File: config.mk
export PLATFORM = sky130hd
export DESIGN_NAME = mem_resp_queue_flat
export DESIGN_NICKNAME = d
export VERILOG_FILES = /design/src/rtl/mem_resp_queue_if.sv /design/src/rtl/mem_resp_queue.sv /design/src/flat_wrapper.sv
export SDC_FILE = /design/constraint.sdc
export NUM_CORES = 1
export LEC_CHECK = 0
export ABC_AREA = 1
export BUFFER_PORTS_ARGS = -buffer_cell sky130_fd_sc_hd__buf_2
export CAP_MARGIN = 5
export CORE_ASPECT_RATIO = 1.4
export CORE_MARGIN = 5
export CORE_UTILIZATION = 45
export DETAILED_ROUTE_END_ITERATION = 16
export PLACE_DENSITY = 0.74
export SLEW_MARGIN = 20
export SYNTH_ARGS = -nofsm -noshare
export SYNTH_HDL_FRONTEND = slang
export SYNTH_SLANG_ARGS = --single-unit
File: constraint.sdc
create_clock -name clk -period 6.55 [get_ports clk]
set_clock_uncertainty 0.2 [all_clocks]
set_input_delay 1.31 -clock clk [delete_from_list [all_inputs] [get_ports clk]]
set_output_delay 1.31 -clock clk [all_outputs]
set_load 0.005 [all_outputs]
File: src/rtl/mem_resp_queue_if.sv
// Execute / data-bus / writeback bundle for mem_resp_queue.
// The master modport is the pipeline environment (execute stage, data bus,
// writeback). The slave modport is the completion unit.
interface mem_resp_queue_if #(
    parameter int DEST_W = 5
);
    // execute -> queue
    logic              in_valid;
    logic              in_ready;
    logic              in_is_load;
    logic              in_is_store;
    logic [1:0]        in_size;
    logic              in_sign;
    logic              in_lwl;
    logic              in_lwr;
    logic [1:0]        in_addr_lo;
    logic [31:0]       in_rt_value;
    logic [31:0]       in_alu_result;
    logic              in_gr_we;
    logic [DEST_W-1:0] in_dest;
    logic [31:0]       in_pc;
    // data bus responses
    logic              data_ok;
    logic [31:0]       rdata;
    // queue -> writeback
    logic              out_valid;
    logic              out_ready;
    logic              out_gr_we;
    logic [DEST_W-1:0] out_dest;
    logic [31:0]       out_result;
    logic [31:0]       out_pc;

    modport master (
        output in_valid, in_is_load, in_is_store, in_size, in_sign, in_lwl, in_lwr,
               in_addr_lo, in_rt_value, in_alu_result, in_gr_we, in_dest, in_pc,
        input  in_ready,
        output data_ok, rdata,
        input  out_valid, out_gr_we, out_dest, out_result, out_pc,
        output out_ready
    );

    modport slave (
        input  in_valid, in_is_load, in_is_store, in_size, in_sign, in_lwl, in_lwr,
               in_addr_lo, in_rt_value, in_alu_result, in_gr_we, in_dest, in_pc,
        output in_ready,
        input  data_ok, rdata,
        output out_valid, out_gr_we, out_dest, out_result, out_pc,
        input  out_ready
    );
endinterface

File: src/rtl/mem_resp_queue.sv
// Memory-stage completion queue for the in-order pipeline.
// Holds up to DEPTH instructions, matches in-order data_ok responses to the
// oldest pending load/store, formats load data on capture and retires in
// program order. On flush, responses still owed for dropped requests are
// counted in cancel_q and swallowed when they arrive.
// Optional feature macro: UNALIGNED_LOAD_EN (honour LWL/LWR merges).
module mem_resp_queue #(
    parameter int DEPTH  = 4,
    parameter int PTR_W  = $clog2(DEPTH),
    parameter int DEST_W = 5
) (
    input  logic             clk,
    input  logic             reset,
    input  logic             flush,
    mem_resp_queue_if.slave  bus,
    output logic [PTR_W:0]   occupancy,
    output logic             cancel_pending
);

    typedef struct packed {
        logic              mem;
        logic              load;
        logic              done;
        logic [31:0]       result;
        logic              gr_we;
        logic [DEST_W-1:0] dest;
        logic [31:0]       pc;
        logic [1:0]        size;
        logic              sign;
        logic [1:0]        addr_lo;
`ifdef UNALIGNED_LOAD_EN
        logic              lwl;
        logic              lwr;
        logic [31:0]       rt;
`endif
    } entry_t;

    entry_t           ent_q [DEPTH];
    entry_t           ent_d [DEPTH];
    logic [PTR_W-1:0] head_q, head_d;
    logic [PTR_W-1:0] tail_q, tail_d;
    logic [PTR_W:0]   count_q, count_d;
    logic [PTR_W:0]   cancel_q, cancel_d;

    logic             resp_found;
    logic [PTR_W-1:0] resp_idx;
    logic [PTR_W-1:0] scan_idx;
    logic [PTR_W:0]   outstanding;
    logic             in_ready_w;
    logic             push;
    logic             pop;
    logic             out_valid_w;
    logic             resp_sub;

`ifndef UNALIGNED_LOAD_EN
    // Unaligned-load inputs have no effect in this build.
    logic unused_unaligned;
    assign unused_unaligned = ^{bus.in_lwl, bus.in_lwr, bus.in_rt_value};
`endif

    // Extract and extend the addressed bytes of a read response for one entry.
    function automatic logic [31:0] fmt_load(entry_t e, logic [31:0] rd);
        logic [4:0]  bsh;
        logic [31:0] sh8;
        logic [31:0] sh16;
        logic [31:0] res;
        bsh  = {e.addr_lo, 3'b000};
        sh8  = rd >> bsh;
        sh16 = rd >> {e.addr_lo[1], 4'b0000};
        case (e.size)
            2'd0:    res = {{24{e.sign & sh8[7]}}, sh8[7:0]};
            2'd1:    res = {{16{e.sign & sh16[15]}}, sh16[15:0]};
            default: res = rd;
        endcase
`ifdef UNALIGNED_LOAD_EN
        // LWL keeps the low 24-8k bits of rt; LWR keeps the high 8k bits.
        if (e.lwl)
            res = (rd << (5'd24 - bsh)) | (e.rt & (32'h00FF_FFFF >> bsh));
        else if (e.lwr)
            res = (rd >> bsh) | (e.rt & ~(32'hFFFF_FFFF >> bsh));
`endif
        return res;
    endfunction

    // Find the oldest live memory entry still waiting and count all waiting ones.
    always_comb begin
        resp_found  = 1'b0;
        resp_idx    = '0;
        scan_idx    = '0;
        outstanding = '0;
        for (int i = 0; i < DEPTH; i++) begin
            scan_idx = head_q + PTR_W'(i);
            if (((PTR_W+1)'(i) < count_q) && ent_q[scan_idx].mem && !ent_q[scan_idx].done) begin
                outstanding = outstanding + 1'b1;
                if (!resp_found) begin
                    resp_found = 1'b1;
                    resp_idx   = scan_idx;
                end
            end
        end
    end

    // Handshake qualifiers; cancelled responses still occupy capacity.
    always_comb begin
        in_ready_w  = !reset && !flush &&
                      (({1'b0, count_q} + {1'b0, cancel_q}) < (PTR_W+2)'(DEPTH));
        out_valid_w = (count_q != '0) && ent_q[head_q].done;
        push        = bus.in_valid && in_ready_w;
        pop         = out_valid_w && bus.out_ready && !flush;
        resp_sub    = bus.data_ok && ((cancel_q != '0) || (outstanding != '0));
    end

    // Next-state: response capture, pop, push, then flush override.
    always_comb begin
        ent_d    = ent_q;
        head_d   = head_q;
        tail_d   = tail_q;
        count_d  = count_q;
        cancel_d = cancel_q;

        if (bus.data_ok) begin
            if (cancel_q != '0) begin
                cancel_d = cancel_q - 1'b1;
            end else if (resp_found) begin
                ent_d[resp_idx].done = 1'b1;
                if (ent_q[resp_idx].load)
                    ent_d[resp_idx].result = fmt_load(ent_q[resp_idx], bus.rdata);
                else
                    ent_d[resp_idx].gr_we = 1'b0;
            end
        end

        if (pop) begin
            head_d  = head_q + 1'b1;
            count_d = count_d - 1'b1;
        end

        if (push) begin
            ent_d[tail_q].mem     = bus.in_is_load || bus.in_is_store;
            ent_d[tail_q].load    = bus.in_is_load;
            ent_d[tail_q].done    = !(bus.in_is_load || bus.in_is_store);
            ent_d[tail_q].result  = bus.in_alu_result;
            ent_d[tail_q].gr_we   = bus.in_gr_we && !(bus.in_is_store && !bus.in_is_load);
            ent_d[tail_q].dest    = bus.in_dest;
            ent_d[tail_q].pc      = bus.in_pc;
            ent_d[tail_q].size    = bus.in_size;
            ent_d[tail_q].sign    = bus.in_sign;
            ent_d[tail_q].addr_lo = bus.in_addr_lo;
`ifdef UNALIGNED_LOAD_EN
            ent_d[tail_q].lwl     = bus.in_lwl;
            ent_d[tail_q].lwr     = bus.in_lwr;
            ent_d[tail_q].rt      = bus.in_rt_value;
`endif
            tail_d  = tail_q + 1'b1;
            count_d = count_d + 1'b1;
        end

        if (flush) begin
            head_d   = '0;
            tail_d   = '0;
            count_d  = '0;
            cancel_d = cancel_q + outstanding - {{PTR_W{1'b0}}, resp_sub};
        end
    end

    // State registers with synchronous reset.
    always_ff @(posedge clk) begin
        if (reset) begin
            for (int i = 0; i < DEPTH; i++) ent_q[i] <= '0;
            head_q   <= '0;
            tail_q   <= '0;
            count_q  <= '0;
            cancel_q <= '0;
        end else begin
            ent_q    <= ent_d;
            head_q   <= head_d;
            tail_q   <= tail_d;
            count_q  <= count_d;
            cancel_q <= cancel_d;
        end
    end

    // Outputs come straight from the head entry and live counters.
    always_comb begin
        bus.in_ready   = in_ready_w;
        bus.out_valid  = out_valid_w;
        bus.out_gr_we  = ent_q[head_q].gr_we;
        bus.out_dest   = ent_q[head_q].dest;
        bus.out_result = ent_q[head_q].result;
        bus.out_pc     = ent_q[head_q].pc;
        occupancy      = count_q;
        cancel_pending = (cancel_q != '0);
    end

    // A response with nothing owed and nothing to cancel is a bus protocol error.
    a_no_stray_resp: assert property (@(posedge clk) disable iff (reset)
        bus.data_ok |-> ((cancel_q != '0) || resp_found));

endmodule

File: src/flat_wrapper.sv
// flat-port wrapper written by rule: the top's interface ports become plain ports
module mem_resp_queue_flat 
#(
    parameter int DEPTH  = 4,
    parameter int PTR_W  = $clog2(DEPTH),
    parameter int DEST_W = 5
)
  (clk, reset, flush, occupancy, cancel_pending, bus_in_valid, bus_in_is_load, bus_in_is_store, bus_in_size, bus_in_sign, bus_in_lwl, bus_in_lwr, bus_in_addr_lo, bus_in_rt_value, bus_in_alu_result, bus_in_gr_we, bus_in_dest, bus_in_pc, bus_in_ready, bus_data_ok, bus_rdata, bus_out_valid, bus_out_gr_we, bus_out_dest, bus_out_result, bus_out_pc, bus_out_ready);
  mem_resp_queue_if #(.DEST_W(DEST_W)) bus_i ();
  input  logic clk;
  input  logic reset;
  input  logic flush;
  output logic [PTR_W:0] occupancy;
  output logic cancel_pending;
  input wire logic [$bits(bus_i.in_valid)-1:0] bus_in_valid;
  input wire logic [$bits(bus_i.in_is_load)-1:0] bus_in_is_load;
  input wire logic [$bits(bus_i.in_is_store)-1:0] bus_in_is_store;
  input wire logic [$bits(bus_i.in_size)-1:0] bus_in_size;
  input wire logic [$bits(bus_i.in_sign)-1:0] bus_in_sign;
  input wire logic [$bits(bus_i.in_lwl)-1:0] bus_in_lwl;
  input wire logic [$bits(bus_i.in_lwr)-1:0] bus_in_lwr;
  input wire logic [$bits(bus_i.in_addr_lo)-1:0] bus_in_addr_lo;
  input wire logic [$bits(bus_i.in_rt_value)-1:0] bus_in_rt_value;
  input wire logic [$bits(bus_i.in_alu_result)-1:0] bus_in_alu_result;
  input wire logic [$bits(bus_i.in_gr_we)-1:0] bus_in_gr_we;
  input wire logic [$bits(bus_i.in_dest)-1:0] bus_in_dest;
  input wire logic [$bits(bus_i.in_pc)-1:0] bus_in_pc;
  output wire logic [$bits(bus_i.in_ready)-1:0] bus_in_ready;
  input wire logic [$bits(bus_i.data_ok)-1:0] bus_data_ok;
  input wire logic [$bits(bus_i.rdata)-1:0] bus_rdata;
  output wire logic [$bits(bus_i.out_valid)-1:0] bus_out_valid;
  output wire logic [$bits(bus_i.out_gr_we)-1:0] bus_out_gr_we;
  output wire logic [$bits(bus_i.out_dest)-1:0] bus_out_dest;
  output wire logic [$bits(bus_i.out_result)-1:0] bus_out_result;
  output wire logic [$bits(bus_i.out_pc)-1:0] bus_out_pc;
  input wire logic [$bits(bus_i.out_ready)-1:0] bus_out_ready;
  assign bus_i.in_valid = bus_in_valid;
  assign bus_i.in_is_load = bus_in_is_load;
  assign bus_i.in_is_store = bus_in_is_store;
  assign bus_i.in_size = bus_in_size;
  assign bus_i.in_sign = bus_in_sign;
  assign bus_i.in_lwl = bus_in_lwl;
  assign bus_i.in_lwr = bus_in_lwr;
  assign bus_i.in_addr_lo = bus_in_addr_lo;
  assign bus_i.in_rt_value = bus_in_rt_value;
  assign bus_i.in_alu_result = bus_in_alu_result;
  assign bus_i.in_gr_we = bus_in_gr_we;
  assign bus_i.in_dest = bus_in_dest;
  assign bus_i.in_pc = bus_in_pc;
  assign bus_in_ready = bus_i.in_ready;
  assign bus_i.data_ok = bus_data_ok;
  assign bus_i.rdata = bus_rdata;
  assign bus_out_valid = bus_i.out_valid;
  assign bus_out_gr_we = bus_i.out_gr_we;
  assign bus_out_dest = bus_i.out_dest;
  assign bus_out_result = bus_i.out_result;
  assign bus_out_pc = bus_i.out_pc;
  assign bus_i.out_ready = bus_out_ready;
  mem_resp_queue #(.DEPTH(DEPTH), .PTR_W(PTR_W), .DEST_W(DEST_W)) u_core (.clk(clk), .reset(reset), .flush(flush), .bus(bus_i), .occupancy(occupancy), .cancel_pending(cancel_pending));
endmodule
==> results_dict.tcl, run 1 <==
set metrics [dict create \
    routabilityCongestion 0.901 \
    cap_violations 0 \
    async_flop_share 0 \
    worstPathCellList "buf_4, nand2_1, nand3_1, nand3_1, nor2_2, inv_1, ha_1, nand3_1, nand2_1, nor2_2, nor2_2, nor2_8, nand2_1, nand2_1, buf_4, inv_2, nand3_2, nand4_4, nand3_1, nand2_1, a21oi_1" \
    start_kind "register" \
    worst_pin_slew_ps 878 \
    post_drt_wl_per_cell_um 18.7 \
    final_nets 2433 \
    crit_fanout 46 \
    die_w_um 170 \
    seqCellArea_um2 6450 \
    cts_num_sinks 322 \
    fp-row-count 82 \
    clk_path_buf_depth 3 \
    synth_edf_count 0 \
    clk_pin_slew_ps 60 \
    hold_viol 0 \
    rsz0062_at_grt "no" \
    cts_setup_buffers 0 \
    power.switching_fraction 0.249 \
    syn-num-nets 2357 \
    finalMaxSlewViolations 0 \
    r2r_cells 21 \
    pwr-share-comb 0.094 \
    run_status "completed" \
    synth_ff_type "dfxtp_1" \
    yosysWarningCount 0 \
    min_period_ps 4950 \
    via_per_inst 5.90 \
    synth_seq_cells 322 \
    synth_area_leaders "dfxtp_1, a21oi_1, o21ai_0, nand2_1, nand3_1" \
    synthDistinctLibCells 44 \
    seqPwrFrac 0.451 \
    area_growth_pct 13.5 \
    grt_pass1_vias 15705 \
    fin_setup_tns_ps 0 \
    cts.htree.levels 2 \
    start_util 0.453 \
    min_from "u_core.ent_q[99]" \
    detail-route-antenna-nets 0 \
    fin_crit_sh 0.755 \
    cp.required_ps 6800 \
    multi_input_area_um2 8390 \
    dieArea_um2 39800 \
    peakVddDrop_uv 237 \
    syn_inst 2188 \
    port_buffers 190 \
    cp.arrival_ps 5200 \
    grt_pass1_wl_um 81200 \
    drive_gt1_frac 0.191 \
    synth_top_area_share 0.399 \
    cp_common_cell "nand2_1" \
    antenna_found_initial 7 \
    drtIter0Drc 1708 \
    p_per_area_nw_per_um2 244 \
    root_buffer "clkbuf_16" \
    totalWireLength_um 51600 \
    dpl.hpwl_um 31500 \
    die_y_um 234 \
    cp-end-kind "register" \
    drt_pass1_iterations 8 \
    avgSynthCellArea_um2 7.38 \
    numCtsBuffers 35 \
    hp-class "register to register" \
    ios 225 \
    grt_usage 0.249 \
    route.detailed.drc 0 \
    postCtsResizedCells 0 \
    clk-insertion-delay-late_ps 510 \
    grt_max_degree 136 \
    holdWs_ps 252 \
    synth_area_um2 16100 \
    vias 16238 \
    fillCellCount 3409 \
    slew_headroom 0.414 \
    r2r_start "u_core.head_q[0]" \
    startpoint "u_core.head_q[0]" \
    tritoncts "yes" \
    core_um2 35600 \
    ys_seq_area_frac 0.399 \
    yosysTopAreaCell "dfxtp_1" \
    worstSetupPathType "register to register" \
    grt.overflow.total 0 \
    internal_power_w 0.00336 \
    whs_path_depth 2 \
    slowest_stage "buf_4" \
    p_leak_nw 7.37 \
    pwr-share-clk 0.455 \
    setup_viol 0 \
    critPathMaxStageDelay_ps 560 \
    fmax_ghz 0.202 \
    postCtsHoldBufs 0 \
    power.switching_w 0.00112 \
]
power by group through the flow:
stage	clock network (W)	logic, W	registers, W
global route	0.00216	0.000470	0.00202
CTS	0.00207	0.000420	0.00202
floorplan	0	0.000262	0.00206
global placement	0	0.000408	0.00206
detailed placement	0	0.000418	0.00206
finish	0.00204	0.000423	0.00202
synthesized netlist by cell type, types with 3 or more instances:
cell type	n
dfxtp_1	322
nand2_4	5
buf_1	4
a21oi_1	325
a22oi_1	72
inv_2	13
nor2_1	182
a311oi_1	4
nand3_4	12
nor2_2	3
buf_4	3
o221ai_1	37
buf_2	27
nand2_1	252
clkbuf_1	136
nor2_8	3
o211ai_1	14
or2_2	5
nand2_2	50
xor2_1	8
o21ai_0	312
nor2_4	6
o21ai_1	7
inv_1	137
nand3_2	18
a21oi_2	40
ha_1	19
nand3_1	149
buf_6	4
layout make-up:
type                            count  area share
Clock inverter                     14     0.00881
Antenna cell                        2    0.000273
Sequential cell                   322       0.352
Clock buffer                       49      0.0557
Timing Repair Buffer              214      0.0617
Tap cell                          462      0.0315
Inverter                          151      0.0318
Multi-Input combinational cell   1540       0.458
critical path, delay by kind of cell, from the launching register on:
family	cells	cell delay (ps)
and+or+nand+nor	15	2790
DFF	1	370
adders and majority gates	1	290
AOI/OAI and AO/OA	1	140
buffers and inverters	4	1060
final timing paths:
| path | to | slack, ps |
|---|---|---|
| setup / recovery | u_core.ent_q[208] | 1600 |
| hold / removal | u_core.ent_q[99] | 250 |
| setup reg to reg | u_core.ent_q[208] | 1600 |
| hold reg to reg | u_core.ent_q[99] | 250 |
sequential cells by signal, indices dropped and copies added (netlist names):
name,cells
u_core.occupancy,3
u_core.tail_q,2
u_core.cancel_q,3
u_core.ent_q,312
u_core.head_q,2
kinds of logic after synthesis:
logic type / synth area share
compound gates: 0.288
buf+inv: 0.0816
fa+ha+maj: 0.0160
xor+xnor: 0.00488
flops: 0.399
simple gates: 0.210
cells in the final DEF (no fill, tap or decap), types with 4 or more instances in the layout:
master / instances
inv_2: 10
a21oi_2: 40
or2_2: 5
clkbuf_8: 5
nand2_4: 7
nand3_4: 12
o21ai_0: 312
o21ai_1: 7
xor2_1: 8
dfxtp_1: 320
buf_2: 190
ha_1: 19
a21oi_1: 325
a311oi_1: 4
nand3_1: 149
a22oi_1: 72
o221ai_1: 37
o211ai_1: 14
nand2_1: 248
clkbuf_16: 37
nand3_2: 18
clkinv_2: 9
nand2_2: 52
inv_1: 135
nor2_4: 6
nor2_1: 182
buf_4: 24
clkbuf_1: 7
through the flow:
step	cells	total power, W	setup WS, ps	cell area (um2)	util
6_report	2754	0.00448	1600	18300	0.515
2_1_floorplan	2188	0.00232	2520	16100	-
4_1_cts	2752	0.00451	1660	18300	0.515
3_3_place_gp	2689	0.00247	1720	17100	0.481
3_5_place_dp	2689	0.00248	1670	17100	0.481
5_1_grt	2753	0.00465	1170	18300	0.515
per-layer routing:
layer | global-route usage | routed length (um)
met1 | 0.289 | 19400
met2 | 0.435 | 25400
met3 | 0.0497 | 4480
met4 | 0.119 | 2270
met5 | 0 | 81
Note: power is estimated with default switching activity, not from simulation.
==> inputs of run 2 (changes only) <==
==> constraint.sdc (replaced) <==
create_clock -name clk -period 4.8 [get_ports clk]
set_clock_uncertainty 0.2 [all_clocks]
set_input_delay 0.96 -clock clk [delete_from_list [all_inputs] [get_ports clk]]
set_output_delay 0.96 -clock clk [all_outputs]
set_load 0.005 [all_outputs]
==> results_dict.tcl, run 2 (synthesis gave the netlist of run 1 again) <==
set metrics [dict create \
    drtIter0Drc 1975 \
    postCtsHoldBufs 0 \
    utilization 0.520 \
    dieArea_um2 39800 \
    cp.required_ps 5010 \
    p_per_area_nw_per_um2 335 \
    min_from "u_core.ent_q[36]" \
    grt_pass1_vias 15765 \
    regMostFlops "u_core.ent_q" \
    grt_pass1_wl_um 82500 \
    min_to "u_core.ent_q[36]" \
    fp-row-count 82 \
    route.detailed.drc 0 \
    design_area_um2 18500 \
    die_y_um 234 \
    grt_max_degree 142 \
    fin_setup_tns_ps 0 \
    detail-route-antenna-nets 0 \
    cts.htree.levels 2 \
    tritoncts "yes" \
    final_cell_mix "a21oi_1, dfxtp_1, o21ai_0" \
    clk-insertion-delay-late_ps 520 \
    antenna_found_initial 7 \
    whs_path_depth 2 \
    start_kind "register" \
    hold_viol 0 \
    vias 16379 \
    numCtsBuffers 35 \
    finalMaxSlewViolations 0 \
    cp.arrival_ps 4630 \
    grt.overflow.total 0 \
    crit_fanout 11 \
    cp-end-kind "register" \
    setup_viol 0 \
    largest_reg_flops 312 \
    run_status "completed" \
    r2r_start "u_core.head_q[0]" \
    fmax_ghz 0.226 \
    area_growth_pct 14.6 \
    clk_pin_slew_ps 60 \
    dpl_cell_area_um2 17200 \
    cts_num_sinks 322 \
    cap_violations 0 \
    final_nets 2443 \
    totalWireLength_um 53100 \
    drt_pass1_iterations 8 \
    hp-class "register to register" \
    r2r_end "u_core.cancel_q[2]" \
    slew_headroom 0.262 \
    via_per_inst 5.93 \
    die_w_um 170 \
    core_um2 35600 \
    start_util 0.453 \
    drive_gt1_frac 0.194 \
    p_leak_nw 7.45 \
    peakVddDrop_uv 368 \
    worst_pin_slew_ps 1110 \
    r2r_slack_ps 370 \
    grt_usage 0.253 \
    ios 225 \
    holdWs_ps 253 \
    port_buffers 190 \
    rsz0062_at_grt "no" \
    layout_commonest_cell "a21oi_1" \
    worstSetupPathType "register to register" \
    min_period_ps 4430 \
    routabilityCongestion 0.909 \
    r2r_cells 22 \
    post_drt_wl_per_cell_um 19.2 \
    clk_path_buf_depth 3 \
    fin_crit_sh 0.922 \
    root_buffer "clkbuf_16" \
    dpl.hpwl_um 31800 \
]
run 2: cell types whose count changed in the layout (fill, tap and decap cells not counted), moves of 2 or more:
cell / before / now
inv_2: 10 / 13
buf_12: 0 / 5
inv_6: 1 / 3
clkinv_4: 3 / 0
clkinv_2: 9 / 5
buf_4: 24 / 28
run 2: area by class of cell:
class | instances | area (um2)
clock inverter | 13 | 178
tap | 462 | 578
antenna | 2 | 5.00
multi-input combinational | 1541 | 8420
clock buffer | 50 | 1030
sequential | 322 | 6450
fill | 3387 | 17100
inverter | 151 | 579
timing repair buffer | 223 | 1260
run 2: layer usage:
layer | track usage | vias up | part of all wire
met4 | 0.108 | 8 | 0.043
met5 | 0 | - | 0.00092
li1 | - | 7680 | -
met2 | 0.442 | 832 | 0.49
met3 | 0.0492 | 183 | 0.094
met1 | 0.301 | 7676 | 0.37
run 2: worst max-delay path, cell delays in order (launching register included):
cell and delay [ps]:
dfxtp_2 490, buf_4 260, nand2_1 90, nand3_1 90, nand3_1 80, nor2_2 180
ha_1 270, or2_2 290, nand2_1 100, inv_1 50, ha_1 280, o21ai_1 220
a41oi_1 170, ha_1 300, inv_1 60, ha_1 140, inv_1 50, fa_1 430
xor2_1 190, xor2_1 160, nand2_1 60, o21ai_0 80, a21oi_1 90
run 2: how the worst max path moves through the flow:
stage | from | end | slack [ps]
after global placement | u_core.head_q[0] | u_core.ent_q[286] | 370
after global routing | u_core.head_q[0] | u_core.cancel_q[2] | 70
after CTS | u_core.head_q[0] | u_core.ent_q[130] | 290
after floorplan | u_core.head_q[0] | u_core.cancel_q[2] | 770
final | u_core.head_q[0] | u_core.cancel_q[2] | 370
after detailed placement | u_core.head_q[0] | u_core.cancel_q[2] | 320
run 2: what timing repair did:
action / CTS / global route
endpoints found under the setup margin: 0 / 16
resized for setup: 0 / 2
setup buffers: 0 / 3
run 2: power breakdown:
part	total, W	leakage (nW)	switching (W)	internal [W]
logic	0.000589	4.26	0.000380	0.000210
clock network	0.00286	0.593	0.00113	0.00173
registers	0.00275	2.60	0.0000293	0.00272
total	0.00620	7.45	0.00154	0.00466
run 2: through the flow:
stage	total power [W]	cells	setup WS, ps
finish	0.00620	2764	375
global route	0.00641	2764	70.5
floorplan	0.00316	2188	773
global placement	0.00337	2695	369
CTS	0.00623	2758	286
detailed placement	0.00339	2695	315
